**src/rtl/clock_pkg.sv**
```systemverilog
`default_nettype none
// ============================================================================
// Module      : clock_pkg
// Description : Shared constants and helpers for the timebase chain:
//               default clock rate, stage modulus array type, the usual
//               seconds/minutes/hours moduli and width helpers.
// Revision    : 1.0 - initial release
// ============================================================================
package clock_pkg;

    localparam int c_default_clk_hz    = 50_000_000;
    localparam int c_default_num_stages = 3;

    localparam int SEC_MOD  = 60;
    localparam int MIN_MOD  = 60;
    localparam int HOUR_MOD = 24;

    typedef int stage_mod_t [c_default_num_stages];

    localparam stage_mod_t c_default_stage_mod = '{SEC_MOD, MIN_MOD, HOUR_MOD};

    // Prescaler counter width; a divide-by-one still needs a 1-bit register.
    function automatic int calc_div_w(input int div);
        return (div > 1) ? $clog2(div) : 1;
    endfunction

    // Width of a stage-select field; a single stage still needs one bit.
    function automatic int calc_sel_w(input int num_stages);
        return (num_stages > 1) ? $clog2(num_stages) : 1;
    endfunction

endpackage : clock_pkg
`default_nettype wire

```
**src/rtl/timebase_chain_mod_stage.sv**
```systemverilog
`default_nettype none
// ============================================================================
// Module      : mod_stage
// Description : One modulo-MOD counter of the timebase chain. Advances on
//               ce, wraps to zero at MOD-1 and flags the wrap on carry.
//               A load overrides the advance for this stage.
// Revision    : 1.0 - initial release
// ============================================================================
module mod_stage
    import clock_pkg::*;
#(
    parameter int MOD = SEC_MOD,
    parameter int W   = 6
) (
    input  logic         clk,
    input  logic         rst,
    input  logic         ce,
    input  logic         ld,
    input  logic [W-1:0] ld_val,
    output logic [W-1:0] value,
    output logic         at_max,
    output logic         carry
);

    logic [W-1:0] r_value;

    assign value  = r_value;
    assign at_max = (r_value == W'(MOD - 1));
    assign carry  = ce & at_max;

    // Stage register: reset, then load, then modulo advance.
    always_ff @(posedge clk) begin
        if (!rst) begin
            r_value <= '0;
        end else if (ld) begin
            r_value <= ld_val;
        end else if (ce) begin
            r_value <= at_max ? '0 : r_value + W'(1);
        end
    end

endmodule : mod_stage
`default_nettype wire

```
**src/rtl/timebase_chain.sv**
```systemverilog
`default_nettype none
// ============================================================================
// Module      : timebase_chain
// Description : Base prescaler producing a one-cycle tick every
//               CLK_HZ/TICK_HZ enabled clocks, feeding a cascade of modulo
//               stages with per-stage carries, manual step and per-stage
//               load for time setting.
// Revision    : 1.0 - initial release
// ============================================================================
module timebase_chain
    import clock_pkg::*;
#(
    parameter int CLK_HZ                = c_default_clk_hz,
    parameter int TICK_HZ               = 1,
    parameter int NUM_STAGES            = c_default_num_stages,
    parameter int STAGE_W               = 6,
    parameter int STAGE_MOD [NUM_STAGES] = '{SEC_MOD, MIN_MOD, HOUR_MOD}
) (
    input  logic                                  clk,
    input  logic                                  rst,
    input  logic                                  en,
    input  logic                                  prescale_clr,
    input  logic                                  step,
    input  logic                                  load,
    input  logic [calc_sel_w(NUM_STAGES)-1:0]     load_stage,
    input  logic [STAGE_W-1:0]                    load_value,
    output logic                                  tick,
    output logic [NUM_STAGES-1:0][STAGE_W-1:0]    value,
    output logic [NUM_STAGES-1:0]                 carry,
    output logic                                  rollover,
    output logic                                  load_err
);

    localparam int c_div   = CLK_HZ / TICK_HZ;
    localparam int c_div_w = calc_div_w(c_div);

    // Parameter sanity checks, evaluated at elaboration.
    if (c_div < 1) begin : g_chk_div
        $error("timebase_chain: CLK_HZ/TICK_HZ must be at least 1");
    end
    if ((CLK_HZ % TICK_HZ) != 0) begin : g_chk_divisible
        $error("timebase_chain: CLK_HZ must be an integer multiple of TICK_HZ");
    end
    for (genvar g = 0; g < NUM_STAGES; g++) begin : g_chk_mod
        if ((STAGE_MOD[g] < 2) || (STAGE_MOD[g] > (2 ** STAGE_W))) begin : g_bad
            $error("timebase_chain: STAGE_MOD out of range for STAGE_W");
        end
    end

    logic [c_div_w-1:0]    r_cnt;
    logic                  r_load_err;
    logic                  w_tick;
    logic                  w_adv;
    logic [NUM_STAGES:0]   w_ce;
    logic [NUM_STAGES-1:0] w_at_max;
    logic [NUM_STAGES-1:0] w_ld;
    logic                  w_load_bad;

    // Tick on the last count of an enabled, uncleared cycle; never in reset.
    assign w_tick   = rst & en & ~prescale_clr & (r_cnt == c_div_w'(c_div - 1));
    assign w_adv    = rst & (w_tick | step);
    assign tick     = w_tick;
    assign rollover = w_ce[NUM_STAGES];
    assign load_err = r_load_err;

    // Prescaler: clear beats enable, wraps on the tick cycle.
    always_ff @(posedge clk) begin
        if (!rst) begin
            r_cnt <= '0;
        end else if (prescale_clr) begin
            r_cnt <= '0;
        end else if (en) begin
            r_cnt <= w_tick ? '0 : r_cnt + c_div_w'(1);
        end
    end

    // Ripple enable: stage i advances when all lower stages sit at their max.
    always_comb begin
        w_ce    = '0;
        w_ce[0] = w_adv;
        for (int i = 0; i < NUM_STAGES; i++) begin
            w_ce[i+1] = w_ce[i] & w_at_max[i];
        end
    end

    // Load decode: only an in-range stage with an in-range value is accepted.
    always_comb begin
        w_ld = '0;
        for (int i = 0; i < NUM_STAGES; i++) begin
            if (load && (int'(load_stage) == i) && (int'(load_value) < STAGE_MOD[i])) begin
                w_ld[i] = 1'b1;
            end
        end
        w_load_bad = load & ~(|w_ld);
    end

    // Rejected-load flag lasts exactly one cycle after the bad request.
    always_ff @(posedge clk) begin
        if (!rst) begin
            r_load_err <= 1'b0;
        end else begin
            r_load_err <= w_load_bad;
        end
    end

    for (genvar g = 0; g < NUM_STAGES; g++) begin : g_stage
        mod_stage #(
            .MOD (STAGE_MOD[g]),
            .W   (STAGE_W)
        ) u_stage (
            .clk    (clk),
            .rst    (rst),
            .ce     (w_ce[g]),
            .ld     (w_ld[g]),
            .ld_val (load_value),
            .value  (value[g]),
            .at_max (w_at_max[g]),
            .carry  (carry[g])
        );
    end

endmodule : timebase_chain
`default_nettype wire

```
**config.mk**
```make
export PLATFORM = sky130hd
export DESIGN_NAME = timebase_chain
export DESIGN_NICKNAME = d
export VERILOG_FILES = /design/src/rtl/clock_pkg.sv /design/src/rtl/timebase_chain_mod_stage.sv /design/src/rtl/timebase_chain.sv
export SDC_FILE = /design/constraint.sdc
export NUM_CORES = 1
export LEC_CHECK = 0
export ABC_CLOCK_PERIOD_IN_PS = 2000
export BUFFER_PORTS_ARGS = -buffer_cell sky130_fd_sc_hd__clkbuf_2
export CORE_MARGIN = 3
export CORE_UTILIZATION = 51
export DETAILED_ROUTE_END_ITERATION = 10
export GPL_TIMING_DRIVEN = 0
export PLACE_DENSITY = 0.81
export SLEW_MARGIN = 15
export SYNTH_ARGS = -nofsm -noshare
export SYNTH_HDL_FRONTEND = slang
export SYNTH_SLANG_ARGS = --single-unit
```
**constraint.sdc**
```tcl
create_clock -name clk -period 2 [get_ports clk]
set_input_delay 0.2 -clock clk [delete_from_list [all_inputs] [get_ports clk]]
set_output_delay 0.2 -clock clk [all_outputs]
set_load 0.05 [all_outputs]
```
* After elaboration in Yosys (flattened, before gate mapping)
Index checks and enable logic that the tools add are counted.
Word-level totals: bits in registers 45
Cells by class: $add $sub $neg 4, magnitude comparators 2, equality and inequality tests 6, multiplexer cells 13, bitwise logic cells 12, reductions and logical operators 12
Operator list (count):
- $mux W6 | 9
- $add A26 B1 Y26 const B | 1
- $eq A26 B26 Y1 const B | 1
- $mux W26 | 1
- $add A6 B1 Y6 const B | 3
- $eq A6 B6 Y1 const B | 2
- $and A1 B1 Y1 | 8
- $eq A6 B5 Y1 const B | 1
- $logic_and A1 B1 Y1 | 6
- $lt A6 B5 Y1 const B | 1
- $lt A6 B6 Y1 const B | 1
- $reduce_bool A2 Y1 | 3
- $eq A2 B2 Y1 const B | 2
- $mux W1 | 3
- $not A1 Y1 | 3
- $reduce_or A3 Y1 | 1
- $logic_not A2 Y1 | 1
- $reduce_or A2 Y1 | 1
- $or A1 B1 Y1 | 1

* Logic depth before layout (Yosys ltp)
Gate-level depths: netlist of the first run.
depth after elaboration 9, depth in mapped cells 8, gate-level depth less buffers 8

* Modules after synthesis
Synthesis of the first run repeated with hierarchy kept, for this count alone.
Unflattened totals: cell total of the unflattened synthesis 301, area, all modules 2551.2 um2
By module, submodules not included:
- timebase_chain | times used 1, cells an instance 166, area each 1432.6 um2
- mod_stage at g_stage[0].u_stage ... | times used 2, cells an instance 46, area each 379.1 um2
- mod_stage at g_stage[2].u_stage | times used 1, cells an instance 43, area each 360.3 um2

* Least setup slack after synthesis of the first run
Ideal clock, no wire load.
kind register to output, from register g_stage[0].u_stage.r_value[0], to output carry[2], data arrival time 2.684 ns, slack -0.884 ns, stages on the path, launching flop included 7, path through dfxtp_1 -> ha_1 -> nand4_1 -> nor3_1 -> nand3_4 -> nor2_1 -> buf_4
Between the ends: cells in the longest elaborated chain, start to end 4
Ends and longest elaborated chain:
- start, declared | RTL line timebase_chain_mod_stage.sv:25 | logic [W-1:0] r_value;
- start signal, assigned | RTL line timebase_chain_mod_stage.sv:36 | r_value <= ld_val;
- start signal, assigned | RTL line timebase_chain_mod_stage.sv:38 | r_value <= at_max ? '0 : r_value + W'(1);
- $eq A6 B6 Y1 | RTL line timebase_chain_mod_stage.sv:28 | assign at_max = (r_value == W'(MOD - 1));
- $and A1 B1 Y1 (2 in series) | RTL line timebase_chain.sv:82 | w_ce[i+1] = w_ce[i] & w_at_max[i];
- $and A1 B1 Y1
- end, declared | RTL line timebase_chain.sv:29 | output logic [NUM_STAGES-1:0] carry,
Every way passes these cells.

* Final worst setup path of the first run
from register r_cnt[1], to output carry[2]
Between the ends: cells in the longest elaborated chain, start to end 7
Ends and longest elaborated chain:
- start, declared | RTL line timebase_chain.sv:50 | logic [c_div_w-1:0] r_cnt;
- start signal, assigned | RTL line timebase_chain.sv:73 | r_cnt <= w_tick ? '0 : r_cnt + c_div_w'(1);
- $eq A26 B26 Y1 | RTL line timebase_chain.sv:60 | assign w_tick = rst & en & ~prescale_clr & (r_cnt == c_div_w'(c_div - 1));
- $and A1 B1 Y1 | RTL line timebase_chain.sv:60
- $or A1 B1 Y1 | RTL line timebase_chain.sv:61 | assign w_adv = rst & (w_tick | step);
- $and A1 B1 Y1 | RTL line timebase_chain.sv:61
- $and A1 B1 Y1 (2 in series) | RTL line timebase_chain.sv:82
- $and A1 B1 Y1 | RTL line timebase_chain_mod_stage.sv:29 | assign carry = ce & at_max;
Every way passes these cells.

==> run_results.csv, run 1 <==
group,metric,value,unit
status,status,"complete, but fails checks",
status,violations,"negative setup slack",
clocking,h-tree-depth,2,
die,core,0.00444,mm^2
placement,gp_congestion,0.856,
timing,setup_viol,4,
setup_path,crit_chain,"ha_4 > nand4_4 > nor4b_4 > a31o_4 > nand3_4 > nor2_4 > buf_6 > clkbuf_16",
placement,portBuffers,36,
setup_path,slowest_stage,"dfxtp_4",
timing,fin_crit,2.10,ns
detailed_routing,first_iter_violations,157,
global_routing,grt_max_degree,14,
global_routing,grtUsageTotal,0.209,
cells_and_area,diodes,0,
synth,yosys_register_bits,45,
detailed_routing,vias_per_cell,5.82,
synth,synth.largest_area_cell,"dfxtp_1",
synth,synth_common_cells,"45 x dfxtp_1, 42 x nor2_1, 27 x nand2_1, 17 x nand3_1, 16 x o21ai_0",
detailed_routing,drtAntennaViolNets,0,
synth,synth_top_area_share,0.376,
setup_path,crit_path_max_incr_delay,0.37,ns
die,start_util,0.539,
synth,synthArstFlopShare,0,
detailed_routing,drt_pass1_iterations,4,
synth,synth_cells,283,
timing,max_slew_margin,0.690,
setup_path,required,1.80,ns
clocking,cts.sinks,45,
cells_and_area,fin_util,0.679,
detailed_routing,drt_wl_total,5.54,mm
pwr,p_leak,1.18,nW
setup_path,r2r_cells,8,
setup_path,startpoint,"r_cnt[1]$_SDFFE_PP0P_",
placement,place_hpwl,3.96,mm
setup_path,r2r_end,"g_stage[2].u_stage.value[0]$_SDFFE_PN0P_",
placement,dp_slack,-0.201,ns
cells_and_area,post-route-cell-area,0.00302,mm^2
clocking,clk_latency,0.30,ns
cells_and_area,n_fill_cell,356,
clocking,cts_buffer_depth,2,
setup_path,critPathKind,"register to output pin",
clocking,cts_buffers,5,
detailed_routing,drc,0,
timing,tightest_slew,0.463,ns
cells_and_area,num-nets-final,354,
min_path,min_path_type,"input port to register",
cells_and_area,drive_gt1_frac,0.304,
clocking,cts_tree,"yes",
setup_path,cp-start-kind,"register",
clocking,cts-root-buf,"clkbuf_8",
die,io_pins,38,
pwr,p_per_area,597,mW/mm^2
die,die_area,0.00556,mm^2
synth,yosys-top-cells-area,"dfxtp_1 38%, nor2_1 6.6%, xnor2_1 5.5%",
synth,yosysMostFrequentCell,"dfxtp_1",
run,maxCapViolations,0,
synth,synthFlopType,"dfxtp_1",
global_routing,grt_pass1_vias,2037,
global_routing,grt_pass1_wl,9.10,mm
setup_path,reg2reg_from,"r_cnt[1]$_SDFFE_PP0P_",
die,die_w,74.6,um
timing,rsz0062_at_grt,"yes",
synth,synth-seq-area-share,0.376,
pwr,vdd.ir_drop.worst,0.343,mV
die,rows,24,
synth,synth_nets,301,
die,die_h,74.6,um
synth,synth_warnings,0,
timing,finalHoldViolations,0,
cells_and_area,seq_area,932,um^2
cells_and_area,syn_to_final_growth,25.9,%
synth,ys_types,51,
setup_path,setup.reg_to_reg.worst_slack,0.06,ns
cells_and_area,multi_input_area,0.00149,mm^2
timing,fin_crit_sh,1.05,
setup_path,end_kind,"output pin",
clocking,path_clk_slew,0.08,ns
setup_path,cp.arrival,1.90,ns
detailed_routing,routedWlPerCell,14.3,um
setup_path,endpoint,"carry[2]",
timing,clock.fmax,0.475,GHz
synth,syn_avg_cell_area,8.47,um^2
global_routing,grt-ovfl-total,0,
detailed_routing,routed-via-count,2259,
synth,synth_area,0.00240,mm^2
global_routing,antenna_found_initial,0,
timing,slew_viol_final,0,
setup_path,critical_path.max_fanout,4,
timing,skew,0.0128,ns
timing,fin_ws,-0.103,ns
synth,synth-edff-count,0,
placement,place_area,0.00271,mm^2
pwr,finalPower,1.80,mW
[worst min path at each step]
stage	start	end	slack, ns	cells past startpoint
after floorplan	en	r_cnt[0]$_SDFFE_PP0P_	0.35	2
after global placement	load	load_err$_SDFF_PN0_	0.47	2
after detailed placement	load	load_err$_SDFF_PN0_	0.47	2
after CTS	load	load_err$_SDFF_PN0_	0.16	2
after global routing	load	load_err$_SDFF_PN0_	0.18	2
final	load	load_err$_SDFF_PN0_	0.16	2
[flip-flops by register name, summed over array words and instances (netlist names)]
| name | flops |
|---|---|
| g_stage.u_stage.value | 18 |
| load_err | 1 |
| r_cnt | 26 |
[critical path: cells and delay by family, from the launching register on]
family | cells | cell delay [ns]
buf+inv | 2 | 0.24
flops | 1 | 0.37
fa+ha+maj | 1 | 0.14
simple gates | 4 | 0.61
compound gates | 1 | 0.24
[where the power goes]
group	leakage, nW	internal, mW	switching (mW)
combinational	0.754	0.0637	0.138
sequential	0.373	0.914	0.0248
clock	0.0540	0.363	0.298
[through the flow]
step,setup TNS (ns),hold slack (ns),cells
2_1_floorplan,-0.00821,0.346,283
3_3_place_gp,-1.18,0.475,371
3_5_place_dp,-1.73,0.472,371
4_1_cts,-0.753,0.159,385
5_1_grt,-0.865,0.176,388
6_report,-0.321,0.163,388
[per-layer routing]
| layer | vias to the layer above | global-route usage | part of all wire |
|---|---|---|---|
| met3 | 7 | 0.0365 | 0.045 |
| met1 | 1071 | 0.244 | 0.43 |
| met5 | - | 0 | 0 |
| met4 | 0 | 0.0810 | 0.012 |
| li1 | 1117 | - | - |
| met2 | 64 | 0.378 | 0.52 |
[area by class of cell]
type / count / share of cell area
repair buffers: 46 / 0.105
flip-flops and latches: 45 / 0.309
plain buffers: 12 / 0.0269
clock buffers: 5 / 0.0228
well taps: 52 / 0.0216
multi-input cells: 218 / 0.493
clock inverters: 2 / 0.0116
inverters: 8 / 0.00995
[logic make-up after synthesis]
family / share of synthesized area
AND/OR/NAND/NOR: 0.305
AO/OA/AOI/OAI: 0.119
flip-flops: 0.376
XOR/XNOR: 0.102
buffers and inverters: 0.0386
multiplexers: 0.0381
adder cells (fa/ha/maj): 0.0209
[cells in the final DEF (no fill, tap or decap), types with 3 or more instances in the layout]
master | netlist | routed
dfxtp_1 | 45 | 28
nor2_1 | 42 | 40
a31oi_1 | 7 | 7
clkbuf_8 | 0 | 5
nand3b_1 | 3 | 3
mux2i_1 | 8 | 8
xnor2_1 | 15 | 15
clkbuf_2 | 0 | 31
nand2_1 | 27 | 26
clkbuf_1 | 4 | 4
or3_1 | 5 | 5
nor3_2 | 1 | 3
inv_1 | 7 | 7
o21ai_0 | 16 | 16
xor2_1 | 13 | 13
nor2b_1 | 4 | 4
ha_1 | 4 | 3
nand4_1 | 7 | 7
buf_6 | 0 | 3
a21oi_1 | 11 | 11
dfxtp_2 | 0 | 13
nand3_1 | 17 | 16
buf_4 | 3 | 13
dfxtp_4 | 0 | 4
[timing repair]
item	4_1_cts	5_1_grt
hold endpoints to repair	0	0
setup endpoints to repair	34	36
gates cloned	0	0
resized for setup	19	16
setup buffers	7	3
hold buffers	0	0
pin swaps	3	3
Note: power is estimated with default switching activity, not from simulation.
==> run 2: changes to the inputs <==
--- a/config.mk
+++ b/config.mk
@@ -5,7 +5,7 @@
 export SDC_FILE = /design/constraint.sdc
 export NUM_CORES = 1
 export LEC_CHECK = 0
-export ABC_CLOCK_PERIOD_IN_PS = 2000
+export ABC_CLOCK_PERIOD_IN_PS = 1800
 export BUFFER_PORTS_ARGS = -buffer_cell sky130_fd_sc_hd__clkbuf_2
 export CORE_MARGIN = 3
 export CORE_UTILIZATION = 51
==> constraint.sdc (replaced) <==
create_clock -name clk -period 1.8 [get_ports clk]
set_input_delay 0.18 -clock clk [delete_from_list [all_inputs] [get_ports clk]]
set_output_delay 0.18 -clock clk [all_outputs]
set_load 0.05 [all_outputs]
==> run_results.csv, run 2 (same netlist as run 1, synthesis figures left out) <==
group,metric,value,unit
cells_and_area,fin_util,0.769,
cells_and_area,seq_area,951,um^2
pwr,share_comb_of_total_power,0.138,
detailed_routing,routedWlPerCell,18.6,um
clocking,clk_latency,0.31,ns
setup_path,cp.arrival,1.98,ns
pwr,pwr-share-seq,0.526,
setup_path,end_kind,"output pin",
pwr,p_switching,597,uW
min_path,min_path_cells,2,
detailed_routing,drt_wl_total,7.43,mm
cells_and_area,largest-register,"r_cnt",
cells_and_area,diodes,0,
status,violations,"negative setup slack",
setup_path,cp-start-kind,"register",
timing,timing.hold.ws,0.125,ns
setup_path,startpoint,"r_cnt[11]$_SDFFE_PP0P_",
die,rows,24,
global_routing,antenna_found_initial,0,
global_routing,grtUsageTotal,0.242,
pwr,p_per_area,580,mW/mm^2
detailed_routing,drc,0,
global_routing,grt_pass1_wl,10.4,mm
pwr,swShare,0.301,
setup_path,crit_family,"simple AND/OR/NAND/NOR gates",
pwr,vdd.ir_drop.worst,0.418,mV
setup_path,reg2reg_from,"r_cnt[11]$_SDFFE_PP0P_",
placement,gp_congestion,0.870,
timing,fin_crit_sh,1.20,
clocking,cts.sinks,45,
clocking,cts_tree,"yes",
placement,portBuffers,36,
setup_path,crit_chain,"nor4_4 > and4b_2 > a31o_4 > nand3_4 > nor2_4 > buf_6 > clkbuf_16",
timing,fin_ws,-0.363,ns
global_routing,grt-ovfl-total,0,
timing,rsz0062_at_grt,"yes",
detailed_routing,drtAntennaViolNets,0,
placement,placed_cells,371,
setup_path,r2r_cells,7,
global_routing,grt_max_degree,16,
detailed_routing,vias_per_cell,6.13,
min_path,whs_endpoint,"load_err$_SDFF_PN0_",
placement,place_hpwl,4.11,mm
setup_path,critical_path_buf_inv_count,2,
clocking,cts_buffers,5,
setup_path,required,1.62,ns
run,maxCapViolations,0,
min_path,min_path_type,"input port to register",
setup_path,setup.reg_to_reg.worst_slack,-0.24,ns
timing,setup_viol,40,
cells_and_area,final_cell_mix,"31 x clkbuf_2, 26 x nand2_1, 21 x dfxtp_1, 18 x nor2_1, 17 x nor2_2",
timing,fin_crit,2.16,ns
pwr,clkPwrFrac,0.336,
die,io_pins,38,
detailed_routing,routed-via-count,2452,
pwr,internal-power,1.38,mW
setup_path,slowest_stage,"dfxtp_1",
global_routing,grt_pass1_vias,2277,
cells_and_area,num-nets-final,365,
status,status,"complete, but fails checks",
setup_path,crit_path_max_incr_delay,0.40,ns
detailed_routing,drt_pass1_iterations,5,
setup_path,r2r_end,"g_stage[2].u_stage.value[0]$_SDFFE_PN0P_",
timing,max_slew_margin,0.631,
cells_and_area,largest_register_ffs,26,
detailed_routing,first_iter_violations,250,
die,die_h,74.6,um
cells_and_area,drive_gt1_frac,0.454,
clocking,cts-root-buf,"clkbuf_8",
cells_and_area,multi_input_area,0.00169,mm^2
cells_and_area,final_cells,400,
min_path,hold_start,"load",
setup_path,critical_path.max_fanout,4,
timing,skew,0.0119,ns
timing,tightest_slew,0.551,ns
clocking,h-tree-depth,2,
pwr,p_leak,1.30,nW
timing,finalHoldViolations,0,
clocking,path_clk_slew,0.10,ns
cells_and_area,layout_commonest_cell,"clkbuf_2",
timing,slew_viol_final,0,
die,die_w,74.6,um
cells_and_area,syn_to_final_growth,42.5,%
timing,clock.fmax,0.462,GHz
die,core,0.00444,mm^2
clocking,cts_buffer_depth,2,
setup_path,critPathKind,"register to output pin",
cells_and_area,n_fill_cell,279,
die,start_util,0.539,
die,die_area,0.00556,mm^2
-- run 2: cell types whose count changed in the layout (fill, tap and decap cells not counted), moves of 4 or more --
cell,before,now
nor2_1,40,18
dfxtp_1,28,21
buf_12,0,4
nor2_4,1,7
nor2_2,1,17
dfxtp_4,4,8
-- run 2: area by class of cell --
cell class | count | share of cell area
clock buffers | 5 | 0.0201
multi-input cells | 218 | 0.495
repair buffers | 60 | 0.151
plain buffers | 9 | 0.0212
well taps | 52 | 0.0190
flip-flops and latches | 45 | 0.278
inverters | 8 | 0.00952
clock inverters | 3 | 0.00622
-- run 2: worst max path at each step --
| stage | to | slack (ns) | cells past startpoint |
|---|---|---|---|
| after CTS | carry[2] | -0.38 | 8 |
| after floorplan | carry[2] | -0.19 | 7 |
| after global routing | carry[2] | -0.42 | 7 |
| after detailed placement | carry[0] | -0.37 | 7 |
| after global placement | carry[0] | -0.36 | 7 |
| final | carry[2] | -0.36 | 7 |
-- run 2: metal layers --
metal / vias to the layer above / wire [um] / global-route usage
met4: 0 / 270 / 0.101
met3: 31 / 380 / 0.0541
met1: 1166 / 2860 / 0.284
met5: - / 0 / 0
li1: 1131 / - / -
met2: 124 / 3920 / 0.422
-- run 2: power groups by stage --
stage	combinational, mW	clock [mW]	sequential (mW)
after global routing	0.291	0.713	1.04
final	0.274	0.665	1.04
after floorplan	0.0825	0	1.13
after CTS	0.247	0.669	1.04
after detailed placement	0.213	0	1.07
after global placement	0.208	0	1.07
-- run 2: what timing repair did --
action	4_1_cts	5_1_grt
gates resized for setup	52	62
gates cloned	2	0
setup buffers	14	9
hold buffers	0	0
endpoints found under the setup margin	44	49
pin swaps	23	17
-- run 2: through the flow --
step / setup slack [ns] / cell area [um^2] / power (mW) / setup TNS, ns
2_1_floorplan: -0.188 / 2460 / 1.21 / -3.41
3_3_place_gp: -0.365 / 2710 / 1.27 / -6.92
3_5_place_dp: -0.374 / 2710 / 1.28 / -8.18
4_1_cts: -0.379 / 3140 / 1.96 / -4.15
5_1_grt: -0.421 / 3420 / 2.05 / -6.98
6_report: -0.363 / 3420 / 1.98 / -4.38
